## src/rtl/mpu_pkg.sv

```systemverilog
// Shared FSM state encoding and reduce-mode constants for msg_process_unit.
package mpu_pkg;

  typedef enum logic [2:0] {
    ST_IDLE       = 3'd0,
    ST_READ       = 3'd1,
    ST_READ_WAIT  = 3'd2,
    ST_REDUCE     = 3'd3,
    ST_CHECK      = 3'd4,
    ST_WRITE      = 3'd5,
    ST_WRITE_WAIT = 3'd6
  } state_t;

  localparam logic [1:0] MODE_NONE = 2'b00;
  localparam logic [1:0] MODE_MAX  = 2'b01;
  localparam logic [1:0] MODE_MIN  = 2'b10;
  localparam logic [1:0] MODE_SUM  = 2'b11;

endpackage

```

## src/rtl/msg_process_unit_reduce_alu.sv

```systemverilog
// Combinational reduction of an incoming value against a vertex's temp property.
module reduce_alu
  import mpu_pkg::*;
#(
  parameter int VPropWidth   = 32,
  parameter int EDegreeWidth = 32
) (
  input  logic [1:0]              mode,
  input  logic [VPropWidth-1:0]   new_val,
  input  logic [VPropWidth-1:0]   old_temp,
  input  logic [EDegreeWidth-1:0] degree,
  output logic                    active,
  output logic [VPropWidth-1:0]   result
);

  always_comb begin
    active = 1'b0;
    result = old_temp;
    case (mode)
      MODE_MAX: begin
        if (new_val > old_temp) begin
          active = 1'b1;
          result = new_val;
        end
      end
      MODE_MIN: begin
        if (new_val < old_temp) begin
          active = 1'b1;
          result = new_val;
        end
      end
      MODE_SUM: begin
        result = old_temp + new_val;
        active = (new_val != '0);
      end
      default: ;
    endcase
    // A vertex with no outgoing edges never propagates.
    if (degree == '0) active = 1'b0;
  end

endmodule

```

## src/rtl/msg_process_unit.sv

```systemverilog
// Message queue + read-reduce-write engine feeding the message generator.
// Optional MPU_STATS_EN adds saturating pop/active counters.
module msg_process_unit
  import mpu_pkg::*;
#(
  parameter int VPropWidth   = 32,
  parameter int VPropStart   = 64,
  parameter int EIndexWidth  = 32,
  parameter int EDegreeWidth = 32,
  parameter int AddrWidth    = 33,
  parameter int DataWidth    = 256,
  parameter int UpdateWidth  = 65,
  parameter int FifoDepth    = 8
) (
  input  logic                                         clk,
  input  logic                                         resetn,
  input  logic [UpdateWidth-1:0]                       update,
  input  logic                                         update_ready,
  output logic                                         update_resp,
  input  logic [1:0]                                   control,
  output logic [AddrWidth-1:0]                         read_addr,
  output logic                                         start_rd,
  input  logic                                         end_rd,
  input  logic [DataWidth-1:0]                         read_data,
  output logic [AddrWidth-1:0]                         write_addr,
  output logic [DataWidth-1:0]                         write_data,
  output logic                                         start_wr,
  input  logic                                         end_wr,
  output logic [VPropWidth+EIndexWidth+EDegreeWidth:0] MGU_data,
  output logic                                         MGU_ready,
`ifdef MPU_STATS_EN
  input  logic                                         MGU_resp,
  output logic [31:0]                                  stat_msgs,
  output logic [31:0]                                  stat_active
`else
  input  logic                                         MGU_resp
`endif
);

  localparam int PtrW   = $clog2(FifoDepth);
  localparam int CntW   = PtrW + 1;
  localparam int EntryW = UpdateWidth + 2;

  logic [EntryW-1:0] fifo_mem [FifoDepth];
  logic [PtrW-1:0]   wr_ptr, rd_ptr;
  logic [CntW-1:0]   count;
  logic              push, pop, full, empty;
  state_t            state;

  logic [UpdateWidth-1:0]  msg_p0;
  logic [1:0]              mode_p0;
  logic [DataWidth-1:0]    rd_word_p1;
  logic [VPropWidth-1:0]   result_p2;
  logic [EIndexWidth-1:0]  index_p2;
  logic [EDegreeWidth-1:0] degree_p2;
  logic                    active_p2;

  logic                    alu_active;
  logic [VPropWidth-1:0]   alu_result;
  logic [DataWidth-1:0]    merged_word;

  assign full  = (count == CntW'(FifoDepth));
  assign empty = (count == '0);
  // update_resp gating keeps a held update_ready from being accepted twice.
  assign push  = update_ready && !full && !update_resp;
  assign pop   = (state == ST_IDLE) && !empty && !MGU_ready;

  reduce_alu #(
    .VPropWidth  (VPropWidth),
    .EDegreeWidth(EDegreeWidth)
  ) u_reduce_alu (
    .mode    (mode_p0),
    .new_val (msg_p0[VPropWidth-1:0]),
    .old_temp(rd_word_p1[VPropStart+VPropWidth +: VPropWidth]),
    .degree  (rd_word_p1[0 +: EDegreeWidth]),
    .active  (alu_active),
    .result  (alu_result)
  );

  always_comb begin
    merged_word = rd_word_p1;
    merged_word[VPropStart +: VPropWidth]            = result_p2;
    merged_word[VPropStart+VPropWidth +: VPropWidth] = result_p2;
  end

  always_ff @(posedge clk) begin
    if (push) fifo_mem[wr_ptr] <= {control, update};
    // p0: message dequeued
    if (pop) {mode_p0, msg_p0} <= fifo_mem[rd_ptr];
    // p1: vertex word captured
    if (state == ST_READ_WAIT && end_rd) rd_word_p1 <= read_data;
    // p2: reduction result and edge fields registered
    if (state == ST_REDUCE) begin
      result_p2 <= alu_result;
      active_p2 <= alu_active;
      index_p2  <= rd_word_p1[EDegreeWidth +: EIndexWidth];
      degree_p2 <= rd_word_p1[0 +: EDegreeWidth];
    end
  end

  always_ff @(posedge clk) begin
    if (!resetn) begin
      state       <= ST_IDLE;
      wr_ptr      <= '0;
      rd_ptr      <= '0;
      count       <= '0;
      update_resp <= 1'b0;
      start_rd    <= 1'b0;
      start_wr    <= 1'b0;
      MGU_ready   <= 1'b0;
      read_addr   <= '0;
      write_addr  <= '0;
      write_data  <= '0;
      MGU_data    <= '0;
`ifdef MPU_STATS_EN
      stat_msgs   <= '0;
      stat_active <= '0;
`endif
    end else begin
      update_resp <= push;
      start_rd    <= 1'b0;
      start_wr    <= 1'b0;
      if (push) wr_ptr <= wr_ptr + PtrW'(1);
      if (pop)  rd_ptr <= rd_ptr + PtrW'(1);
      case ({push, pop})
        2'b10:   count <= count + CntW'(1);
        2'b01:   count <= count - CntW'(1);
        default: ;
      endcase
      if (MGU_ready && MGU_resp) begin
        MGU_ready <= 1'b0;
        MGU_data  <= '0;
      end
`ifdef MPU_STATS_EN
      if (pop && stat_msgs != '1) stat_msgs <= stat_msgs + 32'd1;
      if (state == ST_CHECK && active_p2 && stat_active != '1)
        stat_active <= stat_active + 32'd1;
`endif
      case (state)
        ST_IDLE: if (pop) state <= ST_READ;
        ST_READ: begin
          read_addr <= msg_p0[UpdateWidth-1 -: AddrWidth];
          start_rd  <= 1'b1;
          state     <= ST_READ_WAIT;
        end
        ST_READ_WAIT: if (end_rd) state <= ST_REDUCE;
        ST_REDUCE:    state <= ST_CHECK;
        ST_CHECK: begin
          if (active_p2) begin
            write_addr <= read_addr;
            write_data <= merged_word;
            MGU_data   <= {1'b0, result_p2, index_p2, degree_p2};
            MGU_ready  <= 1'b1;
            state      <= ST_WRITE;
          end else begin
            state <= ST_IDLE;
          end
        end
        ST_WRITE: begin
          start_wr <= 1'b1;
          state    <= ST_WRITE_WAIT;
        end
        ST_WRITE_WAIT: if (end_wr) state <= ST_IDLE;
        default:       state <= ST_IDLE;
      endcase
    end
  end

endmodule

```

## config.mk

```make
export PLATFORM = sky130hd
export DESIGN_NAME = msg_process_unit
export DESIGN_NICKNAME = d
export VERILOG_FILES = /design/src/rtl/mpu_pkg.sv /design/src/rtl/msg_process_unit_reduce_alu.sv /design/src/rtl/msg_process_unit.sv
export SDC_FILE = /design/constraint.sdc
export NUM_CORES = 2
export LEC_CHECK = 0
export CAP_MARGIN = 25
export CORE_ASPECT_RATIO = 0.8
export CORE_UTILIZATION = 54
export DETAILED_ROUTE_END_ITERATION = 16
export HOLD_SLACK_MARGIN = 0.08
export PLACE_DENSITY = 0.92
export SYNTH_ARGS = -nofsm -noshare
export SYNTH_HDL_FRONTEND = slang
export SYNTH_SLANG_ARGS = --single-unit
```

## constraint.sdc

```tcl
create_clock -name clk -period 37.9 [get_ports clk]
set_clock_uncertainty 0.1 [all_clocks]
set_input_delay 7.58 -clock clk [delete_from_list [all_inputs] [get_ports clk]]
set_output_delay 7.58 -clock clk [all_outputs]
set_load 0.03 [all_outputs]
```

==> summary.txt <==
GRT
  – GRT overflow: 0
  – Initial antenna violation count: 36
  – GRT Total Usage: 27.3%
  – Vias in the first global route: 30,697
  – Pin count of the biggest net entering global routing: 165
  – First-pass GRT wire length: 190 mm

Clocking
  – CTS Root Cell: clkbuf_16
  – Worst-Skew Late Latency: 0.72 ns
  – Clk pin slew, worst setup/hold paths: 0.07 ns
  – CTS H-tree depth: 3
  – CTS tree: built
  – Post-CTS setup buffers: 0
  – Hold-fix buffers, CTS: 0
  – CTS resizes: 0
  – Cts bufs inserted: 118
  – Sink Count: 1,328
  – Clk buf depth: 3

Drt
  – DR vias/cell: 5.79
  – Routed wire length: 131 mm
  – Wire per inst: 24.8 um
  – Starting DRC count in detailed routing: 2,800
  – # DRC: 0
  – Remaining antenna violation count: 0
  – First-pass DRT Iterations: 6
  – Via Count: 30,613

Worst setup path
  – Crit. path cell count: 5
  – RR Endpoint: write_data[221]$_SDFFE_PN0P_
  – Critical Path RT: 38.12 ns
  – WP data arrival: 10.60 ns
  – Crit start category: primary input
  – Crit. End Element: flop
  – Crit Path Class: in -> reg
  – Crit path buf inv count: 4
  – Critical Path Most Common Cell: buf_4
  – Slowest library cell on the worst path: buf_4
  – Reg-to-reg slack, setup: 33.20 ns
  – Worst R2R Path Depth: 7
  – Crit path max fanout: 67
  – Critical-path cell list: clkdlybuf4s50_1 -> nor4b_2 -> buf_4 -> buf_4 -> buf_4
  – Max stage delay on crit path: 0.83 ns
  – Largest delay share family, worst path: buffers and inverters
  – Worst r2r src: state[2]$_SDFFE_PN0P_

Hold path
  – Worst hold start: rd_word_p1[41]$_DFFE_PP_
  – WHS Endpoint: index_p2[9]$_DFFE_PN_
  – Worst hold-check path type: reg -> reg
  – Hold path depth: 0

Power
  – Sequential share of power: 46.8%
  – PwrDens: 62.6 nW/um^2
  – P_leak: 20.3 nW
  – Max rail drop VDD: 57.4 uV
  – Gate power share: 20.4%
  – Switching part of the total: 28.2%
  – Clock power frac: 32.8%
  – Pint: 0.00279 W
  – Switching power: 0.00110 W

Floorplan
  – Core ar.: 91,200 um^2
  – # rows: 99
  – Initial Util: 54.5%
  – Chip Height: 273 um
  – Die area: 93,200 um^2
  – Die Wd: 341 um
  – Ports: 752

STA
  – Final Setup Violations: 0
  – FMAX: 0.0964 GHz
  – Fin Setup TNS: 0 ns
  – Hold WS: 0.349 ns
  – Worst slew pin tran: 1.04 ns
  – RSZ-0062 raised after global routing: no
  – Fin crit share: 27.4%
  – Final slew viol count: 0
  – Worst slew margin relative to its limit: 30.4%
  – Min cycle time layout: 10.38 ns
  – Final hold vios: 0

Yosys
  – Syn nets: 3,686
  – Post-synth EDFFs: 924
  – Cells after synthesis: 3,287
  – Sequential cell area fraction in the yosys report: 72.2%
  – Mean Syn Cell Area: 15.1 um^2
  – Fraction of registers with async set or reset after synthesis: 0%
  – #FFs+latches synth: 1,328
  – Prevailing post-synth register cell: edfxtp_1
  – Library cells used by synthesis: 65
  – Syn. warnings: 0
  – Mapped Area: 49,600 um^2

Place
  – IO buf count: 719
  – Final HPWL DP: 82.4 mm
  – RD Place Congestion: 0.924
  – Post-Place Cell Area: 57,800 um^2

Layout
  – Share of cells above drive strength 1: 11.5%
  – Area growth, synth to finish: 25.2%
  – Final design area excluding fillers: 62,100 um^2
  – NumNets Final: 4,347
  – Filler Cell Count: 5,659

Flow run
  – Max-cap violations: 0

Status
  – Status: finished clean
metrics by stage:
step / utilization, % / power (W) / std cells / setup slack, ns
final: 68.2 / 0.00389 / 5286 / 27.52
after global routing: 68.1 / 0.00403 / 5281 / 27.40
after CTS: 68.1 / 0.00390 / 5263 / 27.56
after detailed placement: 63.5 / 0.00263 / 5039 / 26.81
after global placement: 63.4 / 0.00261 / 5037 / 26.89
after floorplan: - / 0.00238 / 3287 / 6.40
how the worst max path moves through the flow:
stage	start	endpoint	slack, ns
floorplan	end_rd	rd_word_p1[0]$_DFFE_PP_	6.40
global placement	end_rd	rd_word_p1[215]$_DFFE_PP_	26.89
detailed placement	end_rd	rd_word_p1[230]$_DFFE_PP_	26.81
CTS	end_rd	rd_word_p1[194]$_DFFE_PP_	27.56
global route	end_rd	rd_word_p1[194]$_DFFE_PP_	27.40
finish	end_rd	rd_word_p1[241]$_DFFE_PP_	27.52
cell usage in the layout, fill, tap and decap left out, types with 37 or more instances in the layout:
master           count
nand2_1            614
mux4_2             134
inv_1               63
a21oi_1             39
edfxtp_1           924
clkdlybuf4s50_1    718
o21ai_0             38
clkbuf_16          121
buf_4               37
a22o_1              99
dfxtp_1            401
ha_1                68
a21boi_0           297
nor2_1              45
mux2_2              67
cells in the mapped netlist (all sizes together), types with 4 or more instances:
cell type / count / share of area [%]
and2: 14 / 0.18
a22oi: 18 / 0.27
nand3: 10 / 0.10
nand3b: 6 / 0.091
a21oi: 41 / 0.44
buf: 71 / 0.81
o21bai: 12 / 0.18
nand4: 13 / 0.18
nand2: 614 / 4.6
nor3: 14 / 0.14
ha: 68 / 1.7
mux4: 134 / 6.1
o21ai: 39 / 0.39
a21o: 4 / 0.060
clkbuf: 148 / 1.1
a311oi: 4 / 0.071
nor2b: 17 / 0.21
a221o: 10 / 0.20
nand2b: 11 / 0.14
a221oi: 4 / 0.071
o211ai: 6 / 0.091
xnor2: 25 / 0.44
edfxtp: 924 / 56
a211oi: 5 / 0.086
nor2: 51 / 0.39
o31ai: 10 / 0.15
a22o: 99 / 1.7
mux2i: 9 / 0.18
o21a: 4 / 0.060
a21boi: 298 / 4.5
dfxtp: 404 / 16
nor4: 27 / 0.35
mux2: 67 / 1.5
or3: 4 / 0.050
and3: 4 / 0.050
inv: 63 / 0.48
layer usage:
layer	vias to the layer above	global-route usage, %	part of all wire [%]
li1	13504	-	-
met1	15224	33.7	37
met2	1469	44.7	48
met3	386	7.08	9.2
met4	30	13.9	5.2
met5	-	0	0.14
final cells by class:
class,instances,area (um^2),area share (%)
sequential,1328,35800,57.7
timing repair buffer,760,7560,12.2
clock buffer,142,3180,5.11
clock inverter,82,1030,1.66
tap,1212,1520,2.44
multi-input combinational,1677,12700,20.5
antenna,22,55.1,0.0886
inverter,63,236,0.381
kinds of logic after synthesis:
logic type,after synthesis,synth area share (%)
fa+ha+maj,70,1.79
flops,1328,72.2
mux,210,7.78
buf+inv,282,2.41
simple gates,798,6.73
compound gates,571,8.61
xor+xnor,28,0.494
power by group through the flow:
stage,clock network [W],registers (W),logic [W]
after floorplan,0,0.00186,0.000517
after global placement,0,0.00184,0.000762
after detailed placement,0,0.00185,0.000779
after CTS,0.00129,0.00182,0.000788
after global routing,0.00135,0.00183,0.000856
final,0.00128,0.00182,0.000792
flip-flops by register name, indices dropped and copies added, names as in the netlist, 2 cells and up:
signal	flops
count	4
degree_p2	32
mode_p0	2
fifo_mem	536
write_addr	33
wr_ptr	3
result_p2	32
index_p2	32
read_addr	33
rd_ptr	3
msg_p0	65
MGU_data	97
state	3
write_data	224
rd_word_p1	224
worst reg2reg max path, delay by kind of cell (launching register included):
| kind | cells | cell delay (ns) |
|---|---|---|
| simple gates | 3 | 1.33 |
| compound gates | 1 | 0.31 |
| buf+inv | 3 | 2.34 |
| flops | 1 | 0.56 |
Note: power is estimated with default switching activity, not from simulation.
